## src/rtl/serial_addsub_pkg.sv

```systemverilog
// serial_addsub_pkg: shared state encoding and mode constants for the bit-serial adder/subtractor
package serial_addsub_pkg;
  typedef enum logic [1:0] {IDLE, RUN, DONE} state_t;
  localparam logic MODE_ADD = 1'b0;
  localparam logic MODE_SUB = 1'b1;
endpackage

```

## src/rtl/serial_addsub_cell.sv

```systemverilog
// addsub_cell: one-bit full adder or full subtractor selected by mode
module addsub_cell
  import serial_addsub_pkg::*;
(
  input  logic ai,
  input  logic bi,
  input  logic chain_in,
  input  logic mode,
  output logic res_bit,
  output logic chain_out
);
  assign res_bit = ai ^ bi ^ chain_in;
  assign chain_out = mode == MODE_SUB ? (~ai & bi) | (chain_in & ~(ai ^ bi))
                                      : (ai & bi) | (chain_in & (ai ^ bi));
endmodule

```

## src/rtl/serial_addsub.sv

```systemverilog
// serial_addsub: bit-serial adder/subtractor, one bit per clock LSB first, start/busy/done handshake
module serial_addsub
  import serial_addsub_pkg::*;
#(
  parameter int WIDTH = 8
) (
  input  logic             clk,
  input  logic             rst_n,
  input  logic             start,
  input  logic             mode,
  input  logic [WIDTH-1:0] a,
  input  logic [WIDTH-1:0] b,
  input  logic             cin,
  output logic             busy,
  output logic             done,
  output logic [WIDTH-1:0] result,
  output logic             cout,
  output logic             ovf
);
  localparam int CW = $clog2(WIDTH + 1);
  state_t state, nxt;
  logic [WIDTH-1:0] sa, sb, acc, nxt_acc;
  logic [CW-1:0] cnt;
  logic md, chain, res_bit, chain_out, last, accept;
  addsub_cell u_cell (
    .ai(sa[0]),
    .bi(sb[0]),
    .chain_in(chain),
    .mode(md),
    .res_bit(res_bit),
    .chain_out(chain_out)
  );
  always_comb begin
    accept = start && state != RUN;
    last = cnt == CW'(WIDTH - 1);
    nxt = state == RUN ? (last ? DONE : RUN) : (start ? RUN : IDLE);
    // shift-based MSB insert keeps WIDTH=1 free of empty slices
    nxt_acc = (acc >> 1) | (WIDTH'(res_bit) << (WIDTH - 1));
  end
  assign busy = state == RUN;
  assign done = state == DONE;
  always_ff @(posedge clk) begin
    if (!rst_n) begin
      state <= IDLE;
      cnt <= '0;
      sa <= '0;
      sb <= '0;
      acc <= '0;
      md <= 1'b0;
      chain <= 1'b0;
      result <= '0;
      cout <= 1'b0;
      ovf <= 1'b0;
    end else begin
      state <= nxt;
      if (accept) begin
        sa <= a;
        sb <= b;
        md <= mode;
        chain <= cin;
        cnt <= '0;
      end else if (state == RUN) begin
        sa <= sa >> 1;
        sb <= sb >> 1;
        chain <= chain_out;
        acc <= nxt_acc;
        cnt <= cnt + CW'(1);
        if (last) begin
          result <= nxt_acc;
          cout <= chain_out;
          ovf <= chain ^ chain_out;
        end
      end
    end
  end
endmodule

```

## config.mk

```make
export PLATFORM = sky130hd
export DESIGN_NAME = serial_addsub
export DESIGN_NICKNAME = d
export VERILOG_FILES = /design/src/rtl/serial_addsub_pkg.sv /design/src/rtl/serial_addsub_cell.sv /design/src/rtl/serial_addsub.sv
export SDC_FILE = /design/constraint.sdc
export NUM_CORES = 1
export LEC_CHECK = 0
export BUFFER_PORTS_ARGS = -buffer_cell sky130_fd_sc_hd__buf_2
export CAP_MARGIN = 10
export CORE_ASPECT_RATIO = 2
export CORE_UTILIZATION = 56
export CTS_BUF_LIST = sky130_fd_sc_hd__clkbuf_4 sky130_fd_sc_hd__clkbuf_8
export DETAILED_ROUTE_END_ITERATION = 6
export GPL_ROUTABILITY_DRIVEN = 0
export PLACE_DENSITY = 0.86
export RECOVER_POWER = 25
export SETUP_SLACK_MARGIN = 0.5
export SLEW_MARGIN = 15
export SYNTH_ARGS = -nofsm -noshare
export SYNTH_HDL_FRONTEND = slang
export SYNTH_SLANG_ARGS = --single-unit
```

## constraint.sdc

```tcl
create_clock -name clk -period 1.6 [get_ports clk]
set_clock_uncertainty 0.1 [all_clocks]
set_input_delay 0.08 -clock clk [delete_from_list [all_inputs] [get_ports clk]]
set_output_delay 0.08 -clock clk [all_outputs]
set_load 0.05 [all_outputs]
```

Word level (Yosys, flattened, before mapping)
Cells that the tools add are included.

Add/subtract/negate cells: 1. Equal/unequal tests: 4. Muxes and demuxes: 10. Bitwise gates (word level): 14. Reductions and logical operators: 5.

Operators with widths (number): $mux 8 (4); $or 7x8->8 (1); $add 4x1->4 const B (1); $and 1x1->1 (4); $eq 4x3->1 const B (1); $mux 1 (4); $mux 2 (2); $not 1->1 (4); $reduce_and 3->1 (1); $xor 1x1->1 (3); $eq 2x1->1 const B (1); $eq 2x2->1 const B (1); $ne 2x1->1 const B (1); $or 1x1->1 (2); $reduce_and 2->1 (1); $reduce_bool 2->1 (1); $reduce_or 2->1 (1); $logic_and 1x1->1 (1).

Register bits after elaboration: 42. Input bits: 21. Output and inout bits: 12. Logic and storage cells: 44.

Longest topological paths before layout
Depth in word-level cells: 7. Gate-level depth with buffers: 7. Mapped depth without buffers: 5.

Hierarchy
A second synthesis with hierarchy kept.

Cell total of the unflattened synthesis: 169. Area total of the unflattened synthesis: 1666.6 sq um.

Modules (own cells, without submodules): serial_addsub (times used 1, cells an instance 163, area an instance 1605.3 sq um, sequential area each 820.8 sq um); addsub_cell (times used 1, cells an instance 6, area an instance 61.3 sq um, sequential area each 0.0 sq um).

Least setup slack after synthesis
OpenSTA, ideal clock, no wires.

Kind: register to register. From: register chain. To: register ovf. Setup time: 122 ps. Arrival time: 1196 ps. Data required time: 1378 ps. Setup slack: 182 ps. Cell stages (with the launch flop): 5. Buffers on the path: 0. Clock period less this slack: 1418 ps. Cells stage by stage: dfxtp_1 -> fa_1 -> mux2i_1 -> xor2_1 -> o21ai_0.

Cells in the longest elaborated chain, start to end: 4. Elaborated cells between the ends (all ways): 6. Those cells by class: mux (1); bitwise (5).

RTL lines: start, declared (line serial_addsub.sv:24) `logic md, chain, res_bit, chain_out, last, accept;`; start signal, assigned (line serial_addsub.sv:60) `chain <= cin;`; start signal, assigned (line serial_addsub.sv:65) `chain <= chain_out;`; $and 1x1->1 (on tied branches) (line serial_addsub_cell.sv:14, serial_addsub_cell.sv:13); $or 1x1->1 (on tied branches) (line serial_addsub_cell.sv:14, serial_addsub_cell.sv:13); $mux 1 (line serial_addsub_cell.sv:13) `assign chain_out = mode == MODE_SUB ? (~ai & bi) | (chain_in & ~(ai ^ bi))`; $xor 1x1->1 (*) (line serial_addsub.sv:71) `ovf <= chain ^ chain_out;`; end signal, assigned (line serial_addsub.sv:71); end, declared (line serial_addsub.sv:18) `output logic ovf`.

Every way passes the cells marked *; elsewhere a longest branch is shown, timed or not. A chain may end at the register's enable or synchronous reset.

Worst setup path in the final report
From: register cnt[0]. To: register cout.

Cells in the longest elaborated chain, start to end: 2.

RTL lines: start, declared (line serial_addsub.sv:23) `logic [CW-1:0] cnt;`; start signal, assigned (line serial_addsub.sv:67) `cnt <= cnt + CW'(1);`; $eq 4x3->1 (line serial_addsub.sv:35) `last = cnt == CW'(WIDTH - 1);`; $reduce_and 3->1 (no source line); end signal, assigned (line serial_addsub.sv:70) `cout <= chain_out;`; end, declared (line serial_addsub.sv:17) `output logic cout,`.

No other way between the ends.

==> metrics <==
outcome=finished, final reports clean; Period minus WS final=between 1 and 1.5 ns; syn avg cell area=approximately 10 µm²; Synthesis Warnings=0; Setup crit start kind=register; RSZ-0062 raised after global routing=true; reg-to-reg setup timing slack=0.11 ns; Reg power frac=47.1%; clock tree buffer depth=2; die width=41.5 µm; mux contribution to synthesized area=roughly 10%; post-route setup TNS=0 ns; Area after DPL=1920 µm²; worst-margin pin slew=between 0.6 and 0.7 ns; Max Clk Rate=670 MHz; final setup fails=0; met2 WL=2.72 mm; delay-heaviest family, CP=flip-flops; vias in the first global route=1478; Gate Count Post-Synth=172; Top Layer Used=met4; # rows=28; I/O pin cnt=33; DR vias/cell=5.89; layout net count=between 200 and 250; clk_lat worst skew=~0.30 ns; final wirelength=4.70 mm; area growth from synthesis to layout=41.1%; combinational share of power=between 15 and 20%; critical path data arrival time=about 1.6 ns; post-synthesis simple-gate area fraction=14.0%; routed wl met3=157 µm; Synth Cell Area=1750 µm²; Max VDD drop=about 0.84 mV; CTS HTree Levels=2; final hold viol count=0; worst slack, placed=0.137 ns; Routed Antenna Nets=0; DRC Markers=0; pin count of the biggest net entering global routing=29; Pint=between 1.5 and 2 mW; routed vias=1501; type of the most critical hold path=input pin to register; Netlist cell types=33; syn nets=196; Ant. Diodes=0; Post-Synth XOR/XNOR Area=less than 1%; first-pass GRT wire length=6.64 mm; core area=2940 µm²; final cycle utilization of the critical path=93.3%; CP Capture Type=register; Clk pwr share=36.5%; sequence of cells on the critical path=ha_4 > and3b_2 > a21boi_4 > buf_6 > nand2_1 > o21ai_0; Yosys reg bits=41; CTS root buf=clkbuf_8; critical path's largest stage delay=approximately 0.36 ns; Synth area leader=dfxtp_1; DRT Pass-1 Iters=4; Psw=0.609 mW; initial antenna violation count=0; number of buffers inserted by port buffering=32; Slowest cell on crit path=dfxtp_4; Reg clk slew, reported paths=0.08 ns; Clock Sinks=41; # fillers=approximately 160; Initial Util=59.3%; WL per Instance=roughly 18 µm; sequential-to-total area share from yosys stat=47.0%; Slew Limit Fails=0; Worst Setup Path Type=register to register; switch share=roughly 26%; top-area cell type share of the netlist area=47.0%; critical path required time=1.69 ns; Die Y=81.0 µm; Relative slew margins=60.0%; die area=3360 µm²; crit path buf inv count=1; share of cells above drive strength 1=between 40% and 50%; TritonCTS clock tree=yes; combinational family with the most area after synthesis=compound AO/OA/AOI/OAI gates; adder-cell share of the synthesized area=3.01%; LEAKAGE=1.19 nW; Detailed Route Iter0 Violations=45; Critical Path Fanout Max=6; power per cell area=951 nW/µm²; top cells by area, synth=dfxtp_1 (47%), mux2i_1 (9.7%), o211a_1 (8.6%); Finished Cell Area=2460 µm²; total global routing overflow=0; Final WS setup=0.107 ns; MaxCap Viol Count=0; Total GRT Usage=around a quarter; hpwl dp=2.52 mm; WL met1=1.67 mm; CTS Buf Count=5; Compound-Gate Fraction of Synth Area=19.6%
registers in the layout, indices dropped and copies added, names as in the netlist:
register  flops
sa            8
acc           7
cout          1
cnt           4
result        8
md            1
sb            8
chain         1
state         2
ovf           1
layer usage:
layer	vias up	GRT usage, %
met5	-	0
met4	0	11.9
met3	14	7.11
met2	52	51.9
met1	732	24.0
li1	703	-
through the flow:
step | power [mW] | cells | hold WS [ns] | utilization (%)
2_1_floorplan | 1.31 | 172 | 0.127 | -
3_3_place_gp | 1.34 | 225 | 0.220 | 65.3
3_5_place_dp | 1.36 | 225 | 0.226 | 65.3
4_1_cts | 2.27 | 250 | 0.0206 | 77.3
5_1_grt | 2.42 | 255 | 0.0557 | 83.7
6_report | 2.34 | 255 | 0.0360 | 83.7
cells by family after synthesis:
logic type	Yosys count
XOR/XNOR	1
AND/OR/NAND/NOR	53
flip-flops	41
AO/OA/AOI/OAI	41
buffers and inverters	16
multiplexers	17
adder cells (fa/ha/maj)	3
layout by cell type (no fill, tap or decap), types with 3 or more instances in the layout:
master	instances
a21boi_1	7
a21boi_2	3
a22o_1	7
buf_2	20
buf_4	7
buf_6	10
clkbuf_1	11
clkbuf_8	5
dfxtp_1	35
dfxtp_2	3
dfxtp_4	3
dlygate4sd3_1	3
mux2i_1	16
nand2_1	25
nand2_2	7
nand2_4	4
nor2_2	3
o211a_1	15
o21ai_1	3
tightest hold or removal path, cell delays in order:
cell	delay, ns
buf_2	0.08
mux2i_1	0.06
nand2_1	0.06
o211a_1	0.13
layout make-up:
class                      count  area (µm²)  area share (%)
multi-input combinational    115         963            39.1
sequential                    41         836            33.9
timing repair buffer          58         484            19.7
clock buffer                   5        68.8            2.79
clock inverter                 3        45.0            1.83
tap                           30        37.5            1.52
inverter                       3        28.8            1.17
path summary, 6_finish.rpt:
check,to,cells past startpoint,startpoint
max,cout$_SDFFE_PN0P_,6,cnt[0]$_SDFFE_PP0P_
min,sa[5]$_SDFFE_PN0P_,4,a[5]
max reg2reg,cout$_SDFFE_PN0P_,6,cnt[0]$_SDFFE_PP0P_
min reg2reg,result[7]$_SDFFE_PN0P_,2,result[7]$_SDFFE_PN0P_
cell usage after synthesis:
| library cell | count |
|---|---|
| a21boi_0 | 8 |
| a21boi_1 | 2 |
| a21boi_2 | 1 |
| a21oi_1 | 1 |
| a22o_1 | 7 |
| a31oi_1 | 1 |
| and2b_1 | 2 |
| and3_1 | 1 |
| and3b_1 | 1 |
| buf_2 | 6 |
| buf_4 | 3 |
| buf_6 | 3 |
| clkbuf_2 | 1 |
| dfxtp_1 | 41 |
| fa_1 | 2 |
| ha_1 | 1 |
| inv_1 | 1 |
| inv_2 | 1 |
| inv_6 | 1 |
| mux2i_1 | 17 |
| nand2_1 | 36 |
| nand2b_4 | 1 |
| nand3_1 | 1 |
| nand3_2 | 1 |
| nand3b_1 | 2 |
| nand4_1 | 1 |
| nor2_1 | 6 |
| nor2b_1 | 1 |
| o211a_1 | 15 |
| o211ai_1 | 1 |
| o21ai_0 | 4 |
| o21ai_1 | 1 |
| xor2_1 | 1 |
power by group through the flow:
stage | clock, mW | combinational [mW] | sequential, mW
final | 0.855 | 0.385 | 1.10
after global routing | 0.900 | 0.413 | 1.11
after CTS | 0.854 | 0.312 | 1.10
after detailed placement | 0 | 0.236 | 1.13
after global placement | 0 | 0.219 | 1.12
after floorplan | 0 | 0.193 | 1.12
what timing repair did:
item                                   4_1_cts  5_1_grt
setup endpoints to repair                   35       49
endpoints found under the hold margin        3        0
gates cloned                                 1        3
gates resized for setup                     29       51
pin swaps                                    2       12
hold buffers                                 3        0
setup buffers                               13        2
(Power assumes the default switching activity.)
